### src/rtl/or1200_ifetch_resp.sv
// Instruction-fetch responder: serves IF-stage fetches from a one-word
// last-fetch buffer or a Wishbone classic read. Adds retry handling, a
// bus timeout that turns hangs into errors, and abort draining.
module or1200_ifetch_resp #(
  parameter int unsigned TIMEOUT_CYCLES = 255,
  parameter bit          BUF_EN         = 1'b1
) (
  input  logic        clk,
  input  logic        rst,
  input  logic        icpu_cycstb_i,
  input  logic [31:0] icpu_adr_i,
  input  logic [3:0]  icpu_tag_i,
  input  logic        icpu_inv_i,
  output logic [31:0] icpu_dat_o,
  output logic        icpu_ack_o,
  output logic        icpu_err_o,
  output logic [31:0] icpu_adr_o,
  output logic [3:0]  icpu_tag_o,
  output logic        iwb_cyc_o,
  output logic        iwb_stb_o,
  output logic [31:0] iwb_adr_o,
  output logic [3:0]  iwb_sel_o,
  output logic        iwb_we_o,
  output logic [2:0]  iwb_cti_o,
  input  logic [31:0] iwb_dat_i,
  input  logic        iwb_ack_i,
  input  logic        iwb_err_i,
  input  logic        iwb_rty_i
);

  localparam int unsigned WORD_W = 30;
  localparam int unsigned DATA_W = 32;
  localparam int unsigned CNT_W  = 8;
  localparam int unsigned CNT_EW = CNT_W + 1;

  localparam logic [3:0]        TAG_NI   = 4'h1;
  localparam logic [3:0]        TAG_BE   = 4'hb;
  localparam logic [CNT_EW-1:0] TO_LIMIT = CNT_EW'(TIMEOUT_CYCLES);
  localparam bit                TO_ON    = (TIMEOUT_CYCLES != 0);

  typedef enum logic [2:0] {IDLE, BUS, RETRY, DRAIN, RESP} state_t;

  state_t              state_q, state_d;
  logic [CNT_W-1:0]    cnt_q, cnt_d, cnt_step;
  logic [CNT_EW-1:0]   cnt_plus;
  logic                timeout_hit;
  logic                inv_seen_q, inv_seen_d;
  logic                buf_valid_q, buf_valid_d;
  logic [WORD_W-1:0]   buf_adr_q, buf_adr_d;
  logic [DATA_W-1:0]   buf_dat_q, buf_dat_d;
  logic                buf_hit;

  logic [DATA_W-1:0]   dat_d;
  logic                ack_d, err_d;
  logic [31:0]         adr_d;
  logic [3:0]          tag_d;
  logic                cyc_d, stb_d;
  logic [31:0]         wadr_d;
  logic [3:0]          sel_d;

  // Tag and the byte-offset bits carry no meaning for a word fetch.
  logic unused_bits;
  assign unused_bits = ^{icpu_tag_i, icpu_adr_i[1:0]};

  // Read-only instruction port, classic cycles only.
  assign iwb_we_o  = 1'b0;
  assign iwb_cti_o = 3'b000;

  // Next-state, next-output and buffer update decode.
  always_comb begin
    state_d     = state_q;
    cnt_d       = cnt_q;
    inv_seen_d  = inv_seen_q | icpu_inv_i;
    buf_valid_d = buf_valid_q;
    buf_adr_d   = buf_adr_q;
    buf_dat_d   = buf_dat_q;
    dat_d       = icpu_dat_o;
    ack_d       = 1'b0;
    err_d       = 1'b0;
    adr_d       = icpu_adr_o;
    tag_d       = 4'h0;
    cyc_d       = iwb_cyc_o;
    stb_d       = iwb_stb_o;
    wadr_d      = iwb_adr_o;
    sel_d       = iwb_sel_o;

    cnt_plus    = CNT_EW'(cnt_q) + CNT_EW'(1);
    timeout_hit = TO_ON && (cnt_plus >= TO_LIMIT);
    cnt_step    = (cnt_q == {CNT_W{1'b1}}) ? cnt_q : cnt_q + CNT_W'(1);
    buf_hit     = BUF_EN && buf_valid_q && !icpu_inv_i &&
                  (buf_adr_q == icpu_adr_i[31:2]);

    unique case (state_q)
      IDLE: begin
        cnt_d      = '0;
        inv_seen_d = icpu_inv_i;
        if (icpu_cycstb_i) begin
          if (buf_hit) begin
            dat_d   = buf_dat_q;
            adr_d   = {buf_adr_q, 2'b00};
            ack_d   = 1'b1;
            tag_d   = TAG_NI;
            state_d = RESP;
          end else begin
            wadr_d  = {icpu_adr_i[31:2], 2'b00};
            cyc_d   = 1'b1;
            stb_d   = 1'b1;
            sel_d   = 4'hf;
            state_d = BUS;
          end
        end
      end

      BUS: begin
        cnt_d = cnt_step;
        if (iwb_err_i || iwb_ack_i || (timeout_hit && !iwb_rty_i && icpu_cycstb_i)) begin
          cyc_d   = 1'b0;
          stb_d   = 1'b0;
          sel_d   = 4'h0;
          adr_d   = iwb_adr_o;
          state_d = RESP;
          if (!iwb_err_i && iwb_ack_i) begin
            dat_d = iwb_dat_i;
            ack_d = 1'b1;
            tag_d = TAG_NI;
            if (BUF_EN && !inv_seen_d) begin
              buf_valid_d = 1'b1;
              buf_adr_d   = iwb_adr_o[31:2];
              buf_dat_d   = iwb_dat_i;
            end
          end else begin
            dat_d       = '0;
            err_d       = 1'b1;
            tag_d       = TAG_BE;
            buf_valid_d = 1'b0;
          end
        end else if (iwb_rty_i) begin
          stb_d   = 1'b0;
          state_d = RETRY;
        end else if (!icpu_cycstb_i) begin
          state_d = DRAIN;
        end
      end

      RETRY: begin
        cnt_d = cnt_step;
        if (timeout_hit) begin
          cyc_d       = 1'b0;
          stb_d       = 1'b0;
          sel_d       = 4'h0;
          adr_d       = iwb_adr_o;
          dat_d       = '0;
          err_d       = 1'b1;
          tag_d       = TAG_BE;
          buf_valid_d = 1'b0;
          state_d     = RESP;
        end else begin
          stb_d   = 1'b1;
          state_d = BUS;
        end
      end

      DRAIN: begin
        cnt_d = cnt_step;
        if (iwb_ack_i || iwb_err_i || iwb_rty_i || timeout_hit) begin
          cyc_d   = 1'b0;
          stb_d   = 1'b0;
          sel_d   = 4'h0;
          cnt_d   = '0;
          state_d = IDLE;
        end
      end

      RESP: begin
        cnt_d   = '0;
        state_d = IDLE;
      end

      default: begin
        cyc_d   = 1'b0;
        stb_d   = 1'b0;
        sel_d   = 4'h0;
        cnt_d   = '0;
        state_d = IDLE;
      end
    endcase

    // An invalidate always beats a same-cycle buffer fill.
    if (icpu_inv_i) buf_valid_d = 1'b0;
  end

  // State, counter, buffer and output registers.
  always_ff @(posedge clk or negedge rst) begin
    if (!rst) begin
      state_q     <= IDLE;
      cnt_q       <= '0;
      inv_seen_q  <= 1'b0;
      buf_valid_q <= 1'b0;
      buf_adr_q   <= '0;
      buf_dat_q   <= '0;
      icpu_dat_o  <= '0;
      icpu_ack_o  <= 1'b0;
      icpu_err_o  <= 1'b0;
      icpu_adr_o  <= '0;
      icpu_tag_o  <= 4'h0;
      iwb_cyc_o   <= 1'b0;
      iwb_stb_o   <= 1'b0;
      iwb_adr_o   <= '0;
      iwb_sel_o   <= 4'h0;
    end else begin
      state_q     <= state_d;
      cnt_q       <= cnt_d;
      inv_seen_q  <= inv_seen_d;
      buf_valid_q <= buf_valid_d;
      buf_adr_q   <= buf_adr_d;
      buf_dat_q   <= buf_dat_d;
      icpu_dat_o  <= dat_d;
      icpu_ack_o  <= ack_d;
      icpu_err_o  <= err_d;
      icpu_adr_o  <= adr_d;
      icpu_tag_o  <= tag_d;
      iwb_cyc_o   <= cyc_d;
      iwb_stb_o   <= stb_d;
      iwb_adr_o   <= wadr_d;
      iwb_sel_o   <= sel_d;
    end
  end

endmodule

### config.mk
export PLATFORM = sky130hd
export DESIGN_NAME = or1200_ifetch_resp
export DESIGN_NICKNAME = d
export VERILOG_FILES = /design/src/rtl/or1200_ifetch_resp.sv
export SDC_FILE = /design/constraint.sdc
export NUM_CORES = 1
export LEC_CHECK = 0
export BUFFER_PORTS_ARGS = -buffer_cell sky130_fd_sc_hd__buf_2
export CAP_MARGIN = 10
export CORE_MARGIN = 4
export CORE_UTILIZATION = 45
export CTS_CLUSTER_DIAMETER = 100
export DETAILED_ROUTE_END_ITERATION = 8
export PLACE_DENSITY = 0.72
export SYNTH_ARGS = -nofsm -noshare
export SYNTH_HDL_FRONTEND = slang
export SYNTH_SLANG_ARGS = --single-unit
### constraint.sdc
create_clock -name clk -period 7.1 [get_ports clk]
set_clock_uncertainty 0.15 [all_clocks]
set_input_delay 0.71 -clock clk [delete_from_list [all_inputs] [get_ports clk]]
set_output_delay 0.71 -clock clk [all_outputs]
set_load 0.02 [all_outputs]
==> results of run 1 <==
[sequential cells by signal, summed over array words and instances, names as in the netlist]
| register | count |
|---|---|
| buf_valid_q | 1 |
| inv_seen_q | 1 |
| icpu_tag_o | 2 |
| iwb_stb_o | 1 |
| cnt_q | 8 |
| iwb_adr_o | 30 |
| icpu_err_o | 1 |
| icpu_adr_o | 30 |
| state_q | 3 |
| buf_adr_q | 30 |
| buf_dat_q | 32 |
| icpu_dat_o | 32 |
| icpu_ack_o | 1 |
| iwb_sel_o | 1 |
[power breakdown]
group	leakage, nW	switching [mW]	internal [mW]
logic	2.39	0.947	0.858
registers	2.23	0.284	1.36
clock network	0.282	0.435	0.468
[kinds of logic after synthesis]
group / after synthesis / synth area share, %
muxes: 155 / 23.7
buffers and inverters: 52 / 4.02
DFF: 173 / 52.2
and+or+nand+nor: 154 / 8.62
AOI/OAI and AO/OA: 75 / 7.35
xor gates and xnor gates: 35 / 3.70
other: 1 / 0.0453
adders and majority gates: 2 / 0.302
[routing by layer]
layer,share of wire (%),vias up,GRT usage [%]
met2,49,145,31.0
met4,1.4,0,5.50
met1,43,2743,24.0
li1,-,2581,-
met3,5.8,16,5.02
met5,0,-,0
[metrics by stage]
stage	instance area (um2)	instances
CTS	9800	1046
global route	9800	1046
finish	9800	1046
global placement	9220	1014
detailed placement	9220	1014
floorplan	8320	655
[cells in the mapped netlist, types with 4 or more instances]
master / n
clkbuf_1: 20
buf_4: 15
nand2_1: 97
xnor2_1: 29
buf_8: 5
nand3_1: 5
buf_2: 7
nand4_1: 7
nand2b_1: 4
nor2_1: 16
dfrtp_1: 173
inv_1: 4
mux2_4: 59
a22o_1: 32
a21oi_1: 13
xor2_1: 6
o21ai_0: 4
mux2_2: 95
[layout make-up]
type / count / share of cell area [%]
Clock buffer: 17 / 4.34
Inverter: 4 / 0.153
Sequential cell: 173 / 44.2
Tap cell: 229 / 2.92
Clock inverter: 15 / 1.55
Multi-Input combinational cell: 430 / 37.5
Timing Repair Buffer: 178 / 9.33
[layout by cell type (no fill, tap or decap), drive strengths merged, types with 6 or more instances in the layout]
master	netlist	layout
nor2	16	16
a21oi	13	13
nand2	97	97
mux2	154	154
a22o	32	32
inv	4	11
clkinv	0	7
nand3	6	6
nand4	7	7
xor2	6	6
dfrtp	173	173
xnor2	29	29
buf	28	178
clkbuf	20	17
conb	1	9
[worst max-delay path by stage]
stage                    from        endpoint  slack, ns  depth (start not counted)
6_report           state_q[1]   icpu_adr_o[3]       3.83                          7
5_1_grt            state_q[0]  icpu_adr_o[26]       3.67                          7
4_1_cts            state_q[1]  icpu_adr_o[21]       3.86                          7
3_5_place_dp   icpu_adr_i[27]  icpu_adr_o[21]       3.57                          8
3_3_place_gp   icpu_adr_i[27]  icpu_adr_o[28]       3.58                          8
2_1_floorplan        cnt_q[0]  icpu_adr_o[10]       4.40                          8
==> impl_results.md, run 1 <==
- Initial Util: 46.0%
- Post-cts resize count: 0
- Max cap viols: 0
- Layout Utilization: 54.4%
- Ys async rst share: 100%
- Nature of the critical path startpoint: flop
- Worst hold margin: 0.234 ns
- CTS Hold Bufs: 0
- Setup WS pre-CTS: roughly 3.6 ns
- Nets: 881
- Period utilization: 46.0%
- Core box area: about 18000 um2
- Cell Chain, Critical Path: nand2b_1, o21ai_0, or3b_1, o32a_2, o211ai_4, buf_4, mux2_4
- CTS root buf: clkbuf_16
- Slew Limit Fails: 0
- Min-delay worst type: input port to asynchronous set/reset pin
- Worst r2r src: state_q[1]
- Post-synthesis instance total: 647
- Clock sinks: between 150 and 200
- Die X: between 100 and 150 um
- Multi-input logic area: between 3000 and 4000 um2
- CP top delay family: compound AO/OA/AOI/OAI gates
- Layout fillers: 1564
- Die Y: 144 um
- Share of cells above drive strength 1: 46.5%
- Total negative slack: 0 ns
- Prevailing post-synth register cell: dfrtp_1
- Post-synthesis average cell area: roughly 13 um2
- Slew @ Worst Pin: a little under 1 ns
- Cell variety after synth: 60
- Final HPWL DP: roughly 12000 um
- Top cell type's share of synthesized area: 52.2%
- First-pass GRT wire length: 30000 um
- CTS tree: done
- R2R Path End: icpu_adr_o[3]
- Site Rows: 49
- DR iter-0 viols: 256
- Worst-path fanout max: 33
- Synth area leader: dfrtp_1
- Drc violations: 0
- Area Overhead vs Synth: 18.2%
- Tot GR Track Use: 18.6%
- Worst setup margin: 3.83 ns
- Seq cells post-synth: 173
- Antenna violations before repair: 0
- Post-synthesis cell area: 8290 um2
- Vias: 5485
- Dominant cells by area after synthesis: dfrtp_1 52%, mux2_2 13%, mux2_4 11%
- Post-route ant nets: 0
- Tot Pwr: 4.36 mW
- Peak Freq: approximately 310 MHz
- Initial DRT Pass Iterations: 5
- Setup crit end kind: flop
- Crit Path Class: flop to flop
- Pleak: 4.90 nW
- Setup Buffers After CTS: 0
- Reg clk slew, reported paths: 0.07 ns
- GRT Residual Overflow: 0
- Number of setup violations in the final report: 0
- N_diodes: 0
- Max rail drop VDD: ~0.24 mV
- Outcome: finished, final reports clean
- CP max-delay cell: buf_4
- Final wirelength: between 15000 and 20000 um
- Yosys warns: 0
- R2R Setup Slk: approximately 3.8 ns
- CP Data Required Time: slightly above 7 ns
- Slew headroom: between 30% and 40%
- Largest net degree at the start of global routing: 103
- Worst reg2reg path depth: 7
- Worst-Skew Late Latency: ~0.42 ns
- Critical Path Max Stage Delay: 0.59 ns
- I/O Buffers: 171
- Hold Violations, Final: 0
- P per Cell Area: 445 nW/um2
- Max Root-Sink Buffers: 2
- Ports: 187
- Placer Congestion: 0.767
- Die area: just over 20000 um2
- Inserted Clock Buffers: 17
- Vias in the first global route: 5590
- Reg area: ~4300 um2
- CTS HTree Levels: 4
- CP arrival: 3.42 ns
- RSZ-0062 raised after global routing: false
- Crit path buf inv count: 1
- Crit path time final: 3.27 ns
- Routed len/inst: ~18 um
- Post-synth EDFFs: 0
- Register area share after synthesis: between 50 and 60%
- Drt via density: 5.24
Power figures use the tool's default switching activity.
==> inputs of run 2 (changes only) <==
--- a/config.mk
+++ b/config.mk
@@ -5,13 +5,14 @@
 export SDC_FILE = /design/constraint.sdc
 export NUM_CORES = 1
 export LEC_CHECK = 0
+export ABC_AREA = 1
 export BUFFER_PORTS_ARGS = -buffer_cell sky130_fd_sc_hd__buf_2
 export CAP_MARGIN = 10
 export CORE_MARGIN = 4
 export CORE_UTILIZATION = 45
 export CTS_CLUSTER_DIAMETER = 100
 export DETAILED_ROUTE_END_ITERATION = 8
-export PLACE_DENSITY = 0.72
+export PLACE_DENSITY = 0.75
 export SYNTH_ARGS = -nofsm -noshare
 export SYNTH_HDL_FRONTEND = slang
 export SYNTH_SLANG_ARGS = --single-unit
==> constraint.sdc (replaced) <==
create_clock -name clk -period 2.8 [get_ports clk]
set_clock_uncertainty 0.15 [all_clocks]
set_input_delay 0.28 -clock clk [delete_from_list [all_inputs] [get_ports clk]]
set_output_delay 0.28 -clock clk [all_outputs]
set_load 0.02 [all_outputs]
==> impl_results.md, run 2 <==
- Outcome: finished, final reports clean (unchanged)
- Routed len/inst: 14.5 um (was 18.0 um)
- CTS HTree Levels: 4 (unchanged)
- Most frequent cells in the layout: 430 x nand2_1, 173 x dfrtp_1, 170 x buf_2 (was 173 x dfrtp_1, 170 x buf_2, 96 x nand2_1)
- Initial DRT Pass Iterations: 5 (unchanged)
- Setup crit end kind: flop (unchanged)
- Inst Count DP: 1411 (was 1014)
- Vias in the first global route: 7151 (was 5590)
- Area Overhead vs Synth: 27.6% (was 18.2%)
- Cell with the most instances after synthesis: nand2_1 (was dfrtp_1)
- P per Cell Area: 1070 nW/um2 (was 445 nW/um2)
- Ys async rst share: 100% (unchanged)
- Final wirelength: 21800 um (was 18800 um)
- Worst r2r src: cnt_q[0] (was state_q[1])
- Most common cell after layout, fill and taps aside: nand2_1 (was dfrtp_1)
- Tot Pwr: 11.1 mW (was 4.36 mW)
- Antenna violations before repair: 2 (was 0)
- Initial Util: 46.5% (was 46.0%)
- Nature of the critical path startpoint: flop (unchanged)
- R2R Setup Slk: 0.27 ns (was 3.83 ns)
- CP arrival: 2.69 ns (was 3.42 ns)
- Inserted Clock Buffers: 17 (unchanged)
- Nets: 1343 (was 881)
- Critical Path Max Stage Delay: 0.43 ns (was 0.59 ns)
- I/O Buffers: 171 (unchanged)
- Hold path startpoint: iwb_dat_i[24]
- Die Y: 142 um (was 144 um)
- Pleak: 5.66 nW (was 4.90 nW)
- Hold Violations, Final: 0 (unchanged)
- Ports: 187 (unchanged)
- CTS tree: done (unchanged)
- Setup WS pre-CTS: 0.0954 ns (was 3.57 ns)
- Seq cells post-synth: 173 (unchanged)
- Most frequent cells after synthesis: 430 x nand2_1, 173 x dfrtp_1, 161 x o21ai_0 (was 173 x dfrtp_1, 97 x nand2_1, 95 x mux2_2)
- Placed inst area: 9130 um2 (was 9220 um2)
- Vias: 7317 (was 5485)
- Hold path depth: 3
- Cell mode on critical path: nor2_1
- Dominant cells by area after synthesis: dfrtp_1 53%, nand2_1 20%, o21ai_0 9.9% (was dfrtp_1 52%, mux2_2 13%, mux2_4 11%)
- Worst-Skew Late Latency: 0.42 ns (about the same)
- Layout Utilization: 59.3% (was 54.4%)
- Synth area leader: dfrtp_1 (unchanged)
- Core box area: 17500 um2 (was 18000 um2)
- First-pass GRT wire length: 35800 um (was 30000 um)
- Peak Freq: 396 MHz (was 306 MHz)
- RSZ-0062 raised after global routing: false (unchanged)
- Share of cells above drive strength 1: 17.8% (was 46.5%)
- Post-route ant nets: 0 (unchanged)
- Cell Chain, Critical Path: inv_1, ha_1, nor2_1, nor2_1, nor2_1, nand3_1, nor2_1, nand2_1, nand2_2, nand2_2, nand3_2, nand3_4, buf_6, nand2_1, nand2_1 (was nand2b_1, o21ai_0, or3b_1, o32a_2, o211ai_4, buf_4, mux2_4)
- Top Registers: buf_dat_q (32), icpu_dat_o (32) (unchanged)
- Reg clk slew, reported paths: 0.07 ns (about the same)
- Max rail drop VDD: 0.699 mV (was 0.244 mV)
- Worst-path fanout max: 26 (was 33)
- Prevailing post-synth register cell: dfrtp_1 (unchanged)
- Site Rows: 48 (was 49)
- Crit path buf inv count: 2 (was 1)
- Die X: 142 um (was 144 um)
- CP top delay family: simple AND/OR/NAND/NOR gates (was compound AO/OA/AOI/OAI gates)
- Placer Congestion: 0.870 (was 0.767)
- Period utilization: 90.3% (was 46.0%)
- Max cap viols: 0 (unchanged)
- Finished Layout Cells: 1507 (was 1046)
- Crit Path Class: flop to flop (unchanged)
- DR iter-0 viols: 529 (was 256)
- Slew @ Worst Pin: 0.584 ns (was 0.975 ns)
- Yosys warns: 0 (unchanged)
- Max Root-Sink Buffers: 2 (unchanged)
- Die area: 20300 um2 (was 20600 um2)
- GRT Residual Overflow: 0 (unchanged)
- Final HPWL DP: 14300 um (was 12300 um)
- Post-synthesis cell area: 8130 um2 (was 8290 um2)
- Tot GR Track Use: 22.0% (was 18.6%)
- Worst hold margin: 0.0101 ns (was 0.234 ns)
- CTS root buf: clkbuf_16 (unchanged)
- Cell variety after synth: 32 (was 60)
- CP max-delay cell: dfrtp_1 (was buf_4)
- Slew Limit Fails: 0 (unchanged)
- R2R Path End: icpu_adr_o[24] (was icpu_adr_o[3])
- Worst setup margin: 0.272 ns (was 3.83 ns)
- Min-delay worst type: input port to flop (was input port to asynchronous set/reset pin)
- Number of setup violations in the final report: 0 (unchanged)
- Drt via density: 4.86 (was 5.24)
- Top cell type's share of synthesized area: 53.3% (was 52.2%)
- Crit path time final: 2.53 ns (was 3.27 ns)
- Drc violations: 0 (unchanged)
- Slew headroom: 61.1% (was 34.9%)
- Design area: 10400 um2 (was 9800 um2)
- Total negative slack: 0 ns (unchanged)
- Clock sinks: 173 (unchanged)
- Post-synthesis instance total: 1052 (was 647)
- Post-synthesis average cell area: 7.72 um2 (was 12.8 um2)
- Largest net degree at the start of global routing: 67 (was 103)
- CP Data Required Time: 2.96 ns (was 7.25 ns)
- Worst reg2reg path depth: 15 (was 7)
- Post-synth EDFFs: 0 (unchanged)
- Register area share after synthesis: 53.3% (was 52.2%)
- Hold endpoint: buf_dat_q[24]
==> run 2: changes by cell type after synthesis, sizes merged, moves of 5 or more <==
cell	before	now
nand3	6	19
xnor2	29	4
mux2	154	0
a22o	32	0
inv	4	141
o21ai	4	161
a21oi	13	7
nand2	97	433
nor2	16	26
buf	28	34
clkbuf	20	25
==> run 2: worst max path at each step <==
stage	start	slack, ns	endpoint	depth (start not counted)
after floorplan	cnt_q[0]	0.70	icpu_adr_o[2]	15
after global placement	cnt_q[0]	0.19	icpu_adr_o[12]	15
after detailed placement	cnt_q[0]	0.1	icpu_adr_o[11]	15
after CTS	cnt_q[0]	0.05	icpu_adr_o[15]	15
after global routing	cnt_q[0]	0.05	icpu_dat_o[27]	15
final	cnt_q[0]	0.27	icpu_adr_o[24]	15
==> run 2: metal layers <==
layer	GRT usage, %	routed length, um	part of all wire (%)
met5	0	0	0
met4	7.60	393	1.8
met3	5.14	1560	7.2
met2	36.2	10500	48
met1	28.7	9290	43
==> run 2: final cells by class <==
| cell class | instances | area, um2 |
|---|---|---|
| fillers | 1501 | 7110 |
| flip-flops and latches | 173 | 4330 |
| well taps | 225 | 282 |
| clock inverters | 11 | 131 |
| diodes | 3 | 7.51 |
| repair buffers | 246 | 1620 |
| inverters | 141 | 556 |
| multi-input cells | 687 | 2980 |
| clock buffers | 21 | 460 |
==> run 2: what timing repair did <==
action	4_1_cts	5_1_grt
hold endpoints to repair	110	0
buffers inserted	0	1
hold buffers	60	0
setup endpoints to repair	0	63
gates resized for setup	0	7
==> run 2: cells by family (layout without fill, tap and decap cells) <==
family | Yosys count | after routing | synth area share, %
AND/OR/NAND/NOR | 495 | 495 | 24.0
buffers and inverters | 200 | 419 | 10.7
AO/OA/AOI/OAI | 173 | 173 | 10.8
flip-flops | 173 | 173 | 53.3
XOR/XNOR | 8 | 8 | 0.862
adder cells (fa/ha/maj) | 2 | 2 | 0.308
other | 1 | 12 | 0.0462
==> run 2: worst register-to-register path: cells and delay by family, from the launching register on <==
family | cells | cell delay, ns
adders and majority gates | 1 | 0.31
buffers and inverters | 2 | 0.36
DFF | 1 | 0.43
and+or+nand+nor | 12 | 1.18
==> run 2: power by group <==
group	switching, mW	internal, mW
registers	0.592	3.42
logic	3.25	1.45
clock network	1.03	1.38
